**src/rtl/cpu_ctrl_pkg.sv**
```systemverilog
// Shared types and constants for the multicycle MIPS control sequencer.
package cpu_ctrl_pkg;

  typedef enum logic [2:0] {
    IDLE,
    FETCH,
    DECODE,
    EXECUTE,
    MEM,
    WB,
    HALT
  } state_e;

  localparam logic [5:0] OP_RTYPE = 6'd1;
  localparam logic [5:0] OP_LOAD  = 6'd2;
  localparam logic [5:0] OP_STORE = 6'd3;
  localparam logic [5:0] OP_HALT  = 6'h3F;

  localparam logic [2:0] ALU_MUL = 3'd4;

  localparam int CW_WR_REGFILE = 22;
  localparam int CW_ALU_HI     = 5;
  localparam int CW_ALU_LO     = 3;
  localparam int CW_CS         = 2;
  localparam int CW_WR         = 1;

  // Anything outside the decoded opcode set retires without touching the datapath.
  function automatic logic is_nop(input logic [5:0] op);
    return !(op == OP_RTYPE || op == OP_LOAD || op == OP_STORE || op == OP_HALT);
  endfunction

endpackage

```
**src/rtl/seq_wait_timer.sv**
```systemverilog
// Handshake wait counter: clears on state entry, counts stalled cycles,
// flags expiry combinationally on the TIMEOUT-th stalled cycle.
module seq_wait_timer #(
  parameter int TIMEOUT = 255
) (
  input  logic clk,
  input  logic rst_n,
  input  logic clr_i,
  input  logic en_i,
  output logic expired_o
);

  localparam logic [7:0] LAST = 8'(TIMEOUT - 1);

  logic [7:0] cnt_q, cnt_d;

  assign expired_o = en_i && (cnt_q == LAST);

  always_comb begin
    cnt_d = cnt_q;
    if (clr_i) begin
      cnt_d = '0;
    end else if (en_i) begin
      cnt_d = cnt_q + 8'd1;
    end
  end

  always_ff @(posedge clk or negedge rst_n) begin
    if (!rst_n) begin
      cnt_q <= '0;
    end else begin
      cnt_q <= cnt_d;
    end
  end

endmodule

```
**src/rtl/cpu_multicycle_sequencer.sv**
```systemverilog
// Multicycle FETCH/DECODE/EXECUTE/MEM/WB control FSM with handshake timeout.
// SEQ_PERF_CNT_EN adds the retired-instruction counter; otherwise retired_cnt is 0.
module cpu_multicycle_sequencer
  import cpu_ctrl_pkg::*;
#(
  parameter logic [31:0] RESET_PC = 32'h0000_0000,
  parameter logic [31:0] PC_STEP  = 32'd4,
  parameter int          TIMEOUT  = 255
) (
  input  logic        clk,
  input  logic        rst_n,
  input  logic        start,
  output logic        imem_req,
  output logic [31:0] imem_addr,
  input  logic [31:0] imem_rdata,
  input  logic        imem_ready,
  output logic [31:0] ir,
  input  logic [31:0] ctrl_word,
  output logic        dmem_cs,
  output logic        dmem_wr,
  input  logic        dmem_ready,
  output logic        alu_start,
  input  logic        alu_done,
  output logic        rf_we,
  output logic [31:0] pc,
  output logic        halted,
  output logic        err,
  output logic [31:0] retired_cnt
);

  state_e      state_q, state_d;
  logic [31:0] pc_q, pc_d;
  logic [31:0] ir_q, ir_d;
  logic        err_q, err_d;
  logic        first_q, first_d;
  logic        wait_en;
  logic        retire;
  logic        expired;
  logic [5:0]  opcode;
  logic        is_mul;
  logic        ctrl_unused;

  assign opcode      = ir_q[31:26];
  assign is_mul      = (ctrl_word[CW_ALU_HI:CW_ALU_LO] == ALU_MUL);
  assign ctrl_unused = &{1'b0, ctrl_word[31:23], ctrl_word[21:6], ctrl_word[0]};

  assign imem_addr = pc_q;
  assign pc        = pc_q;
  assign ir        = ir_q;
  assign err       = err_q;
  assign halted    = (state_q == HALT);

  seq_wait_timer #(.TIMEOUT(TIMEOUT)) u_timer (
    .clk       (clk),
    .rst_n     (rst_n),
    .clr_i     (state_d != state_q),
    .en_i      (wait_en),
    .expired_o (expired)
  );

  always_comb begin
    state_d   = state_q;
    pc_d      = pc_q;
    ir_d      = ir_q;
    err_d     = err_q;
    first_d   = 1'b0;
    wait_en   = 1'b0;
    retire    = 1'b0;
    imem_req  = 1'b0;
    dmem_cs   = 1'b0;
    dmem_wr   = 1'b0;
    alu_start = 1'b0;
    rf_we     = 1'b0;

    case (state_q)
      IDLE: begin
        if (start) state_d = FETCH;
      end
      FETCH: begin
        imem_req = 1'b1;
        if (imem_ready) begin
          ir_d    = imem_rdata;
          pc_d    = pc_q + PC_STEP;
          state_d = DECODE;
        end else begin
          wait_en = 1'b1;
        end
      end
      DECODE: begin
        if (opcode == OP_HALT) begin
          state_d = HALT;
        end else if (is_nop(opcode)) begin
          retire  = 1'b1;
          state_d = FETCH;
        end else begin
          first_d = 1'b1;
          state_d = EXECUTE;
        end
      end
      EXECUTE: begin
        // Multiply launches once and may complete in its own launch cycle.
        if (is_mul && !alu_done) begin
          alu_start = first_q;
          wait_en   = 1'b1;
        end else begin
          alu_start = is_mul && first_q;
          state_d   = ctrl_word[CW_CS] ? MEM : WB;
        end
      end
      MEM: begin
        dmem_cs = 1'b1;
        dmem_wr = ctrl_word[CW_WR];
        if (dmem_ready) begin
          if (ctrl_word[CW_WR]) begin
            retire  = 1'b1;
            state_d = FETCH;
          end else begin
            state_d = WB;
          end
        end else begin
          wait_en = 1'b1;
        end
      end
      WB: begin
        rf_we   = ctrl_word[CW_WR_REGFILE];
        retire  = 1'b1;
        state_d = FETCH;
      end
      HALT: begin
        state_d = HALT;
      end
      default: begin
        state_d = IDLE;
      end
    endcase

    if (expired) begin
      err_d   = 1'b1;
      state_d = HALT;
    end
  end

  always_ff @(posedge clk or negedge rst_n) begin
    if (!rst_n) begin
      state_q <= IDLE;
      pc_q    <= RESET_PC;
      ir_q    <= '0;
      err_q   <= 1'b0;
      first_q <= 1'b0;
    end else begin
      state_q <= state_d;
      pc_q    <= pc_d;
      ir_q    <= ir_d;
      err_q   <= err_d;
      first_q <= first_d;
    end
  end

`ifdef SEQ_PERF_CNT_EN
  logic [31:0] retired_q;

  always_ff @(posedge clk or negedge rst_n) begin
    if (!rst_n) begin
      retired_q <= '0;
    end else if (retire) begin
      retired_q <= retired_q + 32'd1;
    end
  end

  assign retired_cnt = retired_q;
`else
  logic retire_unused;
  assign retire_unused = retire;
  assign retired_cnt   = '0;
`endif

endmodule

```
**config.mk**
```make
export PLATFORM = sky130hd
export DESIGN_NAME = cpu_multicycle_sequencer
export DESIGN_NICKNAME = d
export VERILOG_FILES = /design/src/rtl/cpu_ctrl_pkg.sv /design/src/rtl/seq_wait_timer.sv /design/src/rtl/cpu_multicycle_sequencer.sv
export SDC_FILE = /design/constraint.sdc
export NUM_CORES = 1
export LEC_CHECK = 0
export ABC_CLOCK_PERIOD_IN_PS = 1930
export CAP_MARGIN = 20
export CORE_ASPECT_RATIO = 0.6
export CORE_MARGIN = 3
export CORE_UTILIZATION = 37
export CTS_BUF_LIST = sky130_fd_sc_hd__clkbuf_2
export DETAILED_ROUTE_END_ITERATION = 12
export GPL_ROUTABILITY_DRIVEN = 0
export HOLD_SLACK_MARGIN = 0.12
export PLACE_DENSITY = 0.9
export SETUP_SLACK_MARGIN = 0.4
export SYNTH_ARGS = -nofsm -noshare
export SYNTH_HDL_FRONTEND = slang
export SYNTH_SLANG_ARGS = --single-unit
export TNS_END_PERCENT = 5
```
**constraint.sdc**
```tcl
create_clock -name clk -period 1.93 [get_ports clk]
set_clock_uncertainty 0.05 [all_clocks]
set_input_delay 0.4825 -clock clk [delete_from_list [all_inputs] [get_ports clk]]
set_output_delay 0.4825 -clock clk [all_outputs]
set_load 0.01 [all_outputs]
```
* After elaboration in Yosys (flattened, before gate mapping) *
Index checks and enable logic that the tools add are counted.
Widths: inputs -> output; s select.

storage, ports and cells
  word-level logic and storage cells = 56
  register bits = 77
  output and inout bits = 135
  input bits = 70

cells by class
  equality and inequality tests = 13
  reductions and logical operators = 10
  muxes and demuxes = 25
  $add $sub $neg = 2

operators with widths
  kind                   count
  $add 32x3->32 const B  1
  $mux 3                 7
  $pmux 3 s7             1
  $mux 8                 2
  $mux 1                 13
  $eq 3x3->1 const B     4
  $eq 6x2->1 const B     2
  $add 8x1->8 const B    1
  $eq 8x8->1 const B     1
  $eq 3x2->1 const B     2
  $eq 6x1->1 const B     1
  $eq 6x6->1 const B     1
  $eq 3x1->1 const B     1
  $logic_and 1x1->1      3
  $logic_not 3->1        1
  $logic_or 1x1->1       3
  $ne 3x3->1             1
  $pmux 1 s3             1
  $mux 2                 1
  $reduce_and 2->1       1
  $reduce_bool 2->1      1
  $logic_not 1->1        1

* Longest topological paths before layout *
Gate-level depths: netlist (run 1).

  depth in word-level cells = 10
  mapped depth = 7
  gate-level depth less buffers = 7

* Cells and area by module *
Synthesis (run 1) repeated with hierarchy kept, for this count alone.

second synthesis, totals
  cell total of the unflattened synthesis = 333
  area total of the unflattened synthesis = 3797.4 sq um

by module, submodules not included
  module                    cells an instance  instances  sequential area each (sq um)  area each (sq um)
  cpu_multicycle_sequencer  292                1          1676.6                        3385.7
  seq_wait_timer            41                 1          200.2                         411.6

* Least setup slack after synthesis (run 1) *
OpenSTA, ideal clock, no wires.

  path type = input-to-reg
  start = input ctrl_word[4]
  end = register u_timer.cnt_q[1]
  library setup time = 0.087 ns
  cell stages on the path = 4
  setup slack = -0.167 ns
  data arrival time = 1.960 ns
  cells stage by stage = or4b_4 -> a211o_1 -> a2111o_1 -> a211oi_2

on the way
  word-level cells in the longest chain between the ends = 8

RTL lines
  element                                             RTL line                         source
  from (decl)                                         cpu_multicycle_sequencer.sv:18   input logic [31:0] ctrl_word,
  $eq 3x3->1 (*)                                      cpu_multicycle_sequencer.sv:44   assign is_mul = (ctrl_word[CW_ALU_HI:CW_ALU_LO] == ALU_MUL);
  $logic_and 1x1->1 (*)                               cpu_multicycle_sequencer.sv:102  if (is_mul && !alu_done) begin
  $mux 1                                              cpu_multicycle_sequencer.sv:102
  $pmux 1 s3                                          cpu_multicycle_sequencer.sv:75   case (state_q)
  $logic_and 1x1->1                                   seq_wait_timer.sv:17             assign expired_o = en_i && (cnt_q == LAST);
  $mux 3                                              cpu_multicycle_sequencer.sv:137  if (expired) begin
  $ne 3x3->1                                          cpu_multicycle_sequencer.sv:56   .clr_i (state_d != state_q),
  $mux 8 / $reduce_bool 2->1 (equally long branches)  n/a
  to (signal assigned)                                seq_wait_timer.sv:32             cnt_q <= cnt_d;
  to (decl)                                           seq_wait_timer.sv:15             logic [7:0] cnt_q, cnt_d;

Every way passes the cells marked *; elsewhere a longest branch is shown, timed or not.
A chain may end at the register's enable or synchronous reset.

* Worst setup path in the final report (run 1) *
  start = register state_q[0]
  end = register u_timer.cnt_q[1]

on the way
  word-level cells in the longest chain between the ends = 6

RTL lines
  element                                             RTL line                         source
  from (decl)                                         cpu_multicycle_sequencer.sv:31   state_e state_q, state_d;
  from (signal assigned)                              cpu_multicycle_sequencer.sv:151  state_q <= state_d;
  $eq 3x3->1, or another cell as far along            cpu_multicycle_sequencer.sv:75
  $pmux 1 s3                                          cpu_multicycle_sequencer.sv:75
  $logic_and 1x1->1                                   seq_wait_timer.sv:17
  $mux 3                                              cpu_multicycle_sequencer.sv:137
  $ne 3x3->1                                          cpu_multicycle_sequencer.sv:56
  $mux 8 / $reduce_bool 2->1 (equally long branches)  n/a

Several ways; a longest one is shown, not always the timed one.

==> results.sh, run 1 <==
export IMPL_cp_end_kind="flip-flop"
export IMPL_grt_pass1_vias=3589
export IMPL_area_growth_syn_to_layout_pct=52.5
export IMPL_vias_per_cell=4.83
export IMPL_die_x_um=139
export IMPL_grtUsageTotal=0.191
export IMPL_grt_max_degree=35
export IMPL_drive_gt1_frac=0.349
export IMPL_drt_pass1_iterations=4
export IMPL_crit_family="compound AO/OA/AOI/OAI gates"
export IMPL_fmax_mhz=453
export IMPL_yosys_register_bits=75
export IMPL_fp_row_count=28
export IMPL_clk_latency_ns=0.53
export IMPL_netlist_instances=418
export IMPL_slew_viol_final=0
export IMPL_die_area_mm2=0.0119
export IMPL_dieHeight_um=85.6
export IMPL_r2r_start="state_q[0]$_DFF_PN0_"
export IMPL_power_mw=2.60
export IMPL_ioPinCount=205
export IMPL_grt_antenna_before_repair=0
export IMPL_clock_path_buffers=2
export IMPL_antenna_cells=0
export IMPL_r2r_end="u_timer.cnt_q[1]$_DFFE_PN0P_"
export IMPL_status="complete, but fails checks"
export IMPL_violations="setup timing"
export IMPL_cts_htree_levels=3
export IMPL_critPathArrivalTime_ns=2.61
export IMPL_leakage_nw=3.27
export IMPL_grt_first_pass_wirelength_mm=18.1
export IMPL_cts_sinks=75
export IMPL_r2r_cells=8
export IMPL_required_ns=2.33
export IMPL_max_stage_delay_ns=0.48
export IMPL_fin_nets=678
export IMPL_clockRootBuffer="clkbuf_2"
export IMPL_vias=3595
export IMPL_post_route_drc_count=0
export IMPL_fin_ws_ns=-0.280
export IMPL_numCtsBuffers=9
export IMPL_antenna_left=0
export IMPL_crit_type="reg2reg"
export IMPL_yosys_warnings=0
export IMPL_synth_cell_type_count=46
export IMPL_ys_seq_area_frac=0.480
export IMPL_holdCritPathClass="in2async"
export IMPL_start_util=0.389
export IMPL_grt_remaining_overflow=0
export IMPL_min_period_ns=2.21
export IMPL_dp_hpwl_mm=8.28
export IMPL_crit_chain="buf_6, buf_6, buf_6, nor3b_4, and2_1, a211o_1, a2111o_1, a211oi_2"
export IMPL_slowest_stage="dfrtp_2"
export IMPL_regToRegSetupSlack_ns=-0.28
export IMPL_ir_drop_mv=0.304
export IMPL_routedWlPerCell_um=16.0
export IMPL_crit_fanout=8
export IMPL_pre_cts_ws_ns=-0.711
export IMPL_maxCapViolCount=0
export IMPL_cts_tree="built"
export IMPL_routed_wl_mm=11.9
export IMPL_syn_area_mm2=0.00391
export IMPL_final_period_utilization=1.15
export IMPL_rsz0062_at_grt="true"
export IMPL_crit_path_start_kind="flip-flop"
export IMPL_cpMostUsedCell="buf_6"
export IMPL_drt_iter0_drc=153
export IMPL_place_port_buffers=142
export IMPL_core_area_mm2=0.0101
export IMPL_setup_viol=33
export IMPL_clk_pin_slew_ns=0.21
export IMPL_finalHoldViolations=0
export IMPL_syn_avg_cell_area_um2=9.35
export IMPL_critPathBufInv=3
export IMPL_nFillCells=832
export IMPL_powerDensity_mw_per_mm2=437
-- placed cells by master (no fill, tap or decap), types with 2 or more instances in the layout --
cell | synthesis | routed
conb_1 | 1 | 36
clkbuf_2 | 0 | 10
buf_2 | 4 | 35
and4_1 | 2 | 2
clkinv_2 | 0 | 2
xnor2_1 | 22 | 20
nand2_1 | 122 | 120
nor4b_2 | 0 | 2
nor4_1 | 3 | 2
nor2b_1 | 2 | 2
dfrtp_2 | 0 | 5
a211o_1 | 2 | 2
clkdlybuf4s50_1 | 0 | 42
a22oi_1 | 3 | 3
dfrtp_1 | 75 | 70
o211ai_1 | 2 | 2
xor2_1 | 14 | 14
ha_1 | 3 | 3
nor2_2 | 0 | 4
nand4_1 | 9 | 9
buf_4 | 66 | 40
o21ai_0 | 2 | 2
clkdlybuf4s15_1 | 0 | 6
nand3_1 | 9 | 9
xnor2_2 | 0 | 2
buf_6 | 0 | 88
nor3_2 | 0 | 3
a21oi_1 | 2 | 2
nand2b_1 | 3 | 2
nor3_4 | 0 | 2
nor3_1 | 7 | 2
dlygate4sd2_1 | 0 | 6
nor2_1 | 19 | 15
clkinv_1 | 0 | 2
inv_1 | 3 | 3
nor4_4 | 1 | 2
and2_1 | 2 | 2
and3_1 | 8 | 8
-- synthesized netlist by cell type, drive strengths merged --
cell type / count / area share
a2111o: 1 / 0.0029
a211o: 2 / 0.0045
a211oi: 2 / 0.0051
a21o: 1 / 0.0019
a21oi: 2 / 0.0026
a22oi: 3 / 0.0058
a31oi: 1 / 0.0016
and2: 2 / 0.0032
and3: 8 / 0.013
and3b: 1 / 0.0022
and4: 2 / 0.0045
and4b: 1 / 0.0026
buf: 74 / 0.14
clkbuf: 5 / 0.0048
conb: 1 / 0.00096
dfrtp: 75 / 0.48
ha: 3 / 0.0096
inv: 3 / 0.0029
nand2: 122 / 0.12
nand2b: 3 / 0.0048
nand3: 9 / 0.012
nand4: 11 / 0.023
nand4bb: 1 / 0.0029
nor2: 19 / 0.018
nor2b: 2 / 0.0032
nor3: 7 / 0.0090
nor3b: 2 / 0.0038
nor4: 5 / 0.013
nor4b: 3 / 0.0067
o211ai: 2 / 0.0038
o21a: 1 / 0.0019
o21ai: 2 / 0.0026
o31ai: 1 / 0.0019
or2: 1 / 0.0016
or3: 2 / 0.0032
or4: 1 / 0.0029
or4b: 1 / 0.0035
xnor2: 22 / 0.049
xor2: 14 / 0.031
-- layout make-up --
cell class                 instances  area, µm²  share of cell area
inverter                           3       11.3             0.00189
sequential                        75       1880               0.316
clock buffer                      10       50.0             0.00840
timing repair buffer             220       2040               0.343
clock inverter                     6       56.3             0.00945
multi-input combinational        296       1750               0.293
tap                              135        169              0.0283
-- stage by stage --
| step | hold WS (ns) | utilization | TNS (ns) | area (µm²) | instances |
|---|---|---|---|---|---|
| final | 0.285 | 0.593 | -5.18 | 5960 | 745 |
| after global routing | 0.221 | 0.593 | -8.99 | 5960 | 745 |
| after CTS | 0.252 | 0.573 | -4.58 | 5760 | 742 |
| after detailed placement | 0.344 | 0.546 | -20.92 | 5490 | 703 |
| after global placement | 0.338 | 0.546 | -17.24 | 5490 | 703 |
| after floorplan | 0.137 | - | -0.743 | 4040 | 453 |
-- layer usage --
layer  up-vias  part of all wire  GRT usage
met5         -                 0          0
met4         0             0.022     0.0533
met3        35             0.083     0.0735
met2       172              0.51      0.339
met1      1737              0.39      0.217
li1       1651                 -          -
-- how the worst max path moves through the flow --
stage / depth (start not counted) / slack (ns) / to / from
floorplan: 5 / -0.11 / u_timer.cnt_q[1]$_DFFE_PN0P_ / ctrl_word[4]
global placement: 6 / -0.64 / u_timer.cnt_q[1]$_DFFE_PN0P_ / ctrl_word[4]
detailed placement: 6 / -0.71 / u_timer.cnt_q[1]$_DFFE_PN0P_ / ctrl_word[4]
CTS: 5 / -0.27 / rf_we / state_q[2]$_DFF_PN0_
global route: 7 / -0.42 / u_timer.cnt_q[1]$_DFFE_PN0P_ / state_q[2]$_DFF_PN0_
finish: 8 / -0.28 / u_timer.cnt_q[1]$_DFFE_PN0P_ / state_q[0]$_DFF_PN0_
-- power breakdown --
| group | switching, mW | internal (mW) | leakage, nW |
|---|---|---|---|
| Clock | 0.555 | 0.295 | 0.0707 |
| Sequential | 0 | 1.57 | 1.03 |
| Combinational | 0.0902 | 0.0911 | 2.17 |
| Total | 0.645 | 1.96 | 3.27 |
-- state kept, by name, indices dropped and copies added, names as in the netlist --
name,count
first_q,1
u_timer.cnt_q,8
imem_addr,30
state_q,3
ir,32
err,1
-- repair_timing --
item | 4_1_cts | 5_1_grt
buffers inserted | 22 | 3
gates resized for setup | 395 | 97
hold buffers | 1 | 0
endpoints found under the setup margin | 173 | 172
endpoints found under the hold margin | 70 | 0
pin swaps | 21 | 12
-- kinds of logic (layout without fill, tap and decap cells) --
family	after synthesis	after routing	share of synthesized area
adder cells (fa/ha/maj)	3	3	0.00961
AND/OR/NAND/NOR	203	203	0.250
XOR/XNOR	36	36	0.0807
other	1	36	0.000960
AO/OA/AOI/OAI	18	18	0.0346
flip-flops	75	75	0.480
buffers and inverters	82	239	0.143
(Power assumes the default switching activity.)
==> run 2, diff against run 1 <==
--- a/config.mk
+++ b/config.mk
@@ -12,7 +12,7 @@
 export CORE_UTILIZATION = 37
 export CTS_BUF_LIST = sky130_fd_sc_hd__clkbuf_2
 export DETAILED_ROUTE_END_ITERATION = 12
-export GPL_ROUTABILITY_DRIVEN = 0
+export GPL_ROUTABILITY_DRIVEN = 1
 export HOLD_SLACK_MARGIN = 0.12
 export PLACE_DENSITY = 0.9
 export SETUP_SLACK_MARGIN = 0.4
==> results.sh, run 2 (synthesis results as in run 1) <==
export IMPL_status="complete, but fails checks"
export IMPL_violations="setup timing"
export IMPL_fin_nets=669
export IMPL_post_route_drc_count=0
export IMPL_dp_hpwl_mm=8.22
export IMPL_numCtsBuffers=9
export IMPL_vias=3444
export IMPL_die_area_mm2=0.0119
export IMPL_timing_setup_tns_ns=-3.15
export IMPL_cts_htree_levels=3
export IMPL_place_port_buffers=142
export IMPL_cp_end_kind="primary output"
export IMPL_drt_iter0_drc=168
export IMPL_grt_pass1_vias=3401
export IMPL_required_ns=1.40
export IMPL_grt_first_pass_wirelength_mm=17.2
export IMPL_die_x_um=139
export IMPL_grt_remaining_overflow=0
export IMPL_nFillCells=836
export IMPL_powerDensity_mw_per_mm2=449
export IMPL_final_period_utilization=1.13
export IMPL_drive_gt1_frac=0.403
export IMPL_area_growth_syn_to_layout_pct=56.0
export IMPL_min_period_ns=2.19
export IMPL_core_area_mm2=0.0101
export IMPL_crit_type="reg2out"
export IMPL_cts_sinks=75
export IMPL_dpl_cell_area_mm2=0.00550
export IMPL_design_area_mm2=0.00610
export IMPL_start_util=0.389
export IMPL_clk_latency_ns=0.51
export IMPL_slew_viol_final=0
export IMPL_ioPinCount=205
export IMPL_final_cell_mix="nand2_1, buf_6, dfrtp_1"
export IMPL_grt_antenna_before_repair=0
export IMPL_crit_path_start_kind="flip-flop"
export IMPL_critPathArrivalTime_ns=1.66
export IMPL_antenna_cells=0
export IMPL_vias_per_cell=4.68
export IMPL_largest_register_ffs=32
export IMPL_power_mw=2.74
export IMPL_clk_pin_slew_ns=0.21
export IMPL_leakage_nw=3.34
export IMPL_antenna_left=0
export IMPL_routed_wl_mm=11.6
export IMPL_clock_path_buffers=2
export IMPL_finalHoldViolations=0
export IMPL_fmax_mhz=457
export IMPL_drt_pass1_iterations=4
export IMPL_cts_tree="built"
export IMPL_clockRootBuffer="clkbuf_2"
export IMPL_gp_congestion=0.913
export IMPL_layout_commonest_cell="nand2_1"
export IMPL_fin_ws_ns=-0.258
export IMPL_whs_ns=0.314
export IMPL_maxCapViolCount=0
export IMPL_grt_max_degree=34
export IMPL_ir_drop_mv=0.457
export IMPL_slowest_stage="dfrtp_1"
export IMPL_post_route_util=0.606
export IMPL_holdCritPathClass="in2async"
export IMPL_setup_viol=20
export IMPL_routedWlPerCell_um=15.7
export IMPL_grtUsageTotal=0.180
export IMPL_dieHeight_um=85.6
export IMPL_max_stage_delay_ns=0.43
export IMPL_rsz0062_at_grt="true"
export IMPL_crit_chain="buf_6, and3b_2, and4_1, buf_2"
export IMPL_crit_fanout=5
export IMPL_fp_row_count=28
==> run 2: path summary, 6_finish.rpt <==
check	startpoint	to	slack, ns	depth (start not counted)
setup reg to reg	state_q[1]$_DFF_PN0_	u_timer.cnt_q[1]$_DFFE_PN0P_	-0.22	7
hold reg to reg	err$_DFFE_PN0P_	err$_DFFE_PN0P_	0.43	1
min in group clk	imem_rdata[2]	ir[2]$_DFFE_PN0P_	0.43	3
max in group asynchronous	rst_n	ir[31]$_DFFE_PN0P_	0.88	3
hold / removal	rst_n	imem_addr[14]$_DFFE_PN0P_	0.31	2
setup / recovery	state_q[1]$_DFF_PN0_	alu_start	-0.26	4
==> run 2: cell type report <==
type / instances / area (µm²) / area share
Clock buffer: 11 / 55.1 / 0.00903
Clock inverter: 5 / 77.6 / 0.0127
Inverter: 3 / 11.3 / 0.00185
Multi-Input combinational cell: 296 / 1920 / 0.315
Sequential cell: 75 / 1880 / 0.309
Tap cell: 135 / 169 / 0.0277
Timing Repair Buffer: 211 / 1980 / 0.325
==> run 2: report_power, final <==
group	leakage [nW]	switching [mW]	total (mW)	internal, mW
Sequential	1.03	0	1.57	1.57
Combinational	2.23	0.0986	0.193	0.0941
Clock	0.0836	0.537	0.974	0.436
==> run 2: per-layer routing <==
layer  GRT usage  up-vias  part of all wire
met4      0.0391        0            0.0085
met3      0.0719       11             0.086
met2       0.304      133              0.51
li1            -     1627                 -
met5           0        -                 0
met1       0.222     1673              0.39
==> run 2: stage by stage <==
step	cells	setup slack [ns]
after CTS	736	-0.268
after detailed placement	705	-0.711
final	736	-0.258
after global routing	736	-0.362
after global placement	705	-0.612
after floorplan	453	-0.114
==> run 2: worst max-delay path, delay by kind of cell, from the launching register on <==
kind,cells,cell delay [ns]
AND/OR/NAND/NOR,2,0.42
buffers and inverters,2,0.30
flip-flops,1,0.43
==> run 2: repair_timing <==
| action | CTS | global route |
|---|---|---|
| hold buffers | 1 | 0 |
| resized for setup | 393 | 164 |
| setup buffers | 14 | 0 |
| hold endpoints to repair | 55 | 0 |
| setup endpoints to repair | 173 | 172 |
| pin swaps | 16 | 44 |
==> run 3, diff against run 2 <==
--- a/config.mk
+++ b/config.mk
@@ -5,16 +5,16 @@
 export SDC_FILE = /design/constraint.sdc
 export NUM_CORES = 1
 export LEC_CHECK = 0
-export ABC_CLOCK_PERIOD_IN_PS = 1930
+export ABC_CLOCK_PERIOD_IN_PS = 2400
 export CAP_MARGIN = 20
 export CORE_ASPECT_RATIO = 0.6
 export CORE_MARGIN = 3
-export CORE_UTILIZATION = 37
+export CORE_UTILIZATION = 41
 export CTS_BUF_LIST = sky130_fd_sc_hd__clkbuf_2
 export DETAILED_ROUTE_END_ITERATION = 12
 export GPL_ROUTABILITY_DRIVEN = 1
 export HOLD_SLACK_MARGIN = 0.12
-export PLACE_DENSITY = 0.9
+export PLACE_DENSITY = 0.94
 export SETUP_SLACK_MARGIN = 0.4
 export SYNTH_ARGS = -nofsm -noshare
 export SYNTH_HDL_FRONTEND = slang
==> constraint.sdc (replaced) <==
create_clock -name clk -period 2.4 [get_ports clk]
set_clock_uncertainty 0.05 [all_clocks]
set_input_delay 0.6 -clock clk [delete_from_list [all_inputs] [get_ports clk]]
set_output_delay 0.6 -clock clk [all_outputs]
set_load 0.01 [all_outputs]
==> results.sh, run 3 (synthesis results as in run 1) <==
export IMPL_clk_latency_ns=0.52
export IMPL_powerDensity_mw_per_mm2=363
export IMPL_setup_viol=0
export IMPL_combPwrFrac=0.071
export IMPL_core_area_mm2=0.00888
export IMPL_grt_pass1_vias=3357
export IMPL_largest_register_ffs=32
export IMPL_p_sw_frac=0.247
export IMPL_crit_type="in2reg"
export IMPL_area_growth_syn_to_layout_pct=46.9
export IMPL_ioPinCount=205
export IMPL_layout_commonest_cell="clkdlybuf4s50_1"
export IMPL_grt_max_degree=42
export IMPL_final_period_utilization=0.981
export IMPL_max_stage_delay_ns=0.60
export IMPL_final_cell_mix="clkdlybuf4s50_1, nand2_1, dfrtp_1"
export IMPL_slew_viol_final=0
export IMPL_numCtsBuffers=9
export IMPL_clockPowerShare=0.321
export IMPL_max_slew_margin_rel=0.545
export IMPL_post_route_drc_count=0
export IMPL_fin_nets=656
export IMPL_rsz0062_at_grt="true"
export IMPL_maxCapViolCount=0
export IMPL_place_inst=664
export IMPL_min_period_ns=2.35
export IMPL_crit_path_start_kind="primary input"
export IMPL_die_area_mm2=0.0108
export IMPL_clock_path_buffers=2
export IMPL_cp_end_kind="flip-flop"
export IMPL_timing_setup_tns_ns=0
export IMPL_use_met2=0.353
export IMPL_drive_gt1_frac=0.194
export IMPL_grtUsageMet3=0.0741
export IMPL_p_int_mw=1.57
export IMPL_cts_tree="built"
export IMPL_seqCellArea_mm2=0.00190
export IMPL_grtUsageTotal=0.203
export IMPL_crit_chain="clkdlybuf4s50_1, or4b_4, o211ai_1, o31ai_1, a2111o_1, a211oi_2"
export IMPL_clk_pin_slew_ns=0.19
export IMPL_gp_congestion=0.898
export IMPL_grt_remaining_overflow=0
export IMPL_nFillCells=729
export IMPL_required_ns=2.79
export IMPL_grt_busiest_layer="met2"
export IMPL_drt_iter0_drc=231
export IMPL_leakage_nw=2.84
export IMPL_critPathArrivalTime_ns=2.74
export IMPL_p_seq_frac=0.608
export IMPL_tightestPinTransition_ns=0.673
export IMPL_ir_drop_mv=0.290
export IMPL_drt_pass1_iterations=5
export IMPL_cts_sinks=75
export IMPL_dpl_cell_area_mm2=0.00525
export IMPL_dp_hpwl_mm=7.77
export IMPL_antenna_left=0
export IMPL_holdCritPathClass="reg2reg"
export IMPL_cts_htree_levels=3
export IMPL_grt_first_pass_wirelength_mm=17.3
export IMPL_finalHoldViolations=0
export IMPL_clockRootBuffer="clkbuf_2"
export IMPL_die_x_um=132
export IMPL_grt_antenna_before_repair=0
export IMPL_finalNonFillerCells=714
export IMPL_grt_use_met1=0.246
export IMPL_place_port_buffers=142
export IMPL_fp_row_count=26
export IMPL_vias_per_cell=4.73
export IMPL_crit_fanout=8
export IMPL_critPathBufInv=1
export IMPL_routedWlPerCell_um=15.5
export IMPL_routed_wl_mm=11.1
export IMPL_dieHeight_um=81.6
export IMPL_multi_input_area_mm2=0.00170
export IMPL_fin_ws_ns=0.0462
export IMPL_start_util=0.440
export IMPL_crit_family="compound AO/OA/AOI/OAI gates"
export IMPL_fmax_mhz=425
export IMPL_power_switching_mw=0.515
export IMPL_slowest_stage="or4b_4"
export IMPL_vias=3378
export IMPL_design_area_mm2=0.00574
export IMPL_pre_cts_ws_ns=-0.408
export IMPL_antenna_cells=0
export IMPL_status="completed"
==> run 3: cell count changes in the layout (fill, tap and decap cells not counted), sizes merged, moves of 3 or more <==
cell / before / now
dlygate4sd2: 3 / 0
clkdlybuf4s15: 5 / 0
clkdlybuf4s50: 42 / 133
buf: 160 / 62
==> run 3: metal layers <==
layer  routed length [µm]  part of all wire
met2                 5470              0.49
met3                  929             0.084
met4                  214             0.019
met5                    0                 0
met1                 4440              0.40
==> run 3: power groups by stage <==
stage	registers, mW	logic, mW	clock network (mW)
global placement	1.29	0.137	0
global route	1.27	0.162	0.756
finish	1.27	0.148	0.668
detailed placement	1.29	0.140	0
CTS	1.27	0.143	0.690
floorplan	1.29	0.0747	0
==> run 3: repair_timing <==
item / in CTS / in global routing
hold buffers: 1 / 0
hold endpoints to repair: 34 / 0
setup endpoints to repair: 128 / 145
setup buffers: 23 / 10
pin swaps: 11 / 8
gates resized for setup: 56 / 17
==> run 3: path summary, 6_finish.rpt <==
kind                       slack [ns]                 start  depth (start not counted)                           end
max                              0.05          ctrl_word[4]                          6  u_timer.cnt_q[1]$_DFFE_PN0P_
min                              0.45    ir[10]$_DFFE_PN0P_                          2            ir[10]$_DFFE_PN0P_
max reg2reg                      0.05  state_q[1]$_DFF_PN0_                          8  u_timer.cnt_q[1]$_DFFE_PN0P_
min reg2reg                      0.45    ir[10]$_DFFE_PN0P_                          2            ir[10]$_DFFE_PN0P_
max in group asynchronous        1.19                 rst_n                          3      imem_addr[6]$_DFFE_PN0P_
min in group asynchronous        0.52                 rst_n                          2             ir[1]$_DFFE_PN0P_
==> run 3: metrics by stage <==
step                power, mW  hold WS [ns]   util
finish                   2.08         0.450  0.646
global placement         1.42         0.407  0.591
detailed placement       1.43         0.411  0.591
floorplan                1.36         0.254      -
global route             2.18         0.472  0.646
CTS                      2.10         0.453  0.629
==> run 3: area by class of cell <==
cell class                      count  area share
Multi-Input combinational cell    296       0.297
Timing Repair Buffer              198       0.325
Tap cell                          126      0.0275
Clock inverter                      7      0.0102
Clock buffer                        9     0.00785
Sequential cell                    75       0.331
Inverter                            3     0.00196
==> run 3: worst reg2reg max path: cells and delay by family (launching register included) <==
| kind | cells | cell delay, ns |
|---|---|---|
| AOI/OAI and AO/OA | 4 | 0.98 |
| DFF | 1 | 0.48 |
| and+or+nand+nor | 1 | 0.40 |
| buffers and inverters | 3 | 0.36 |
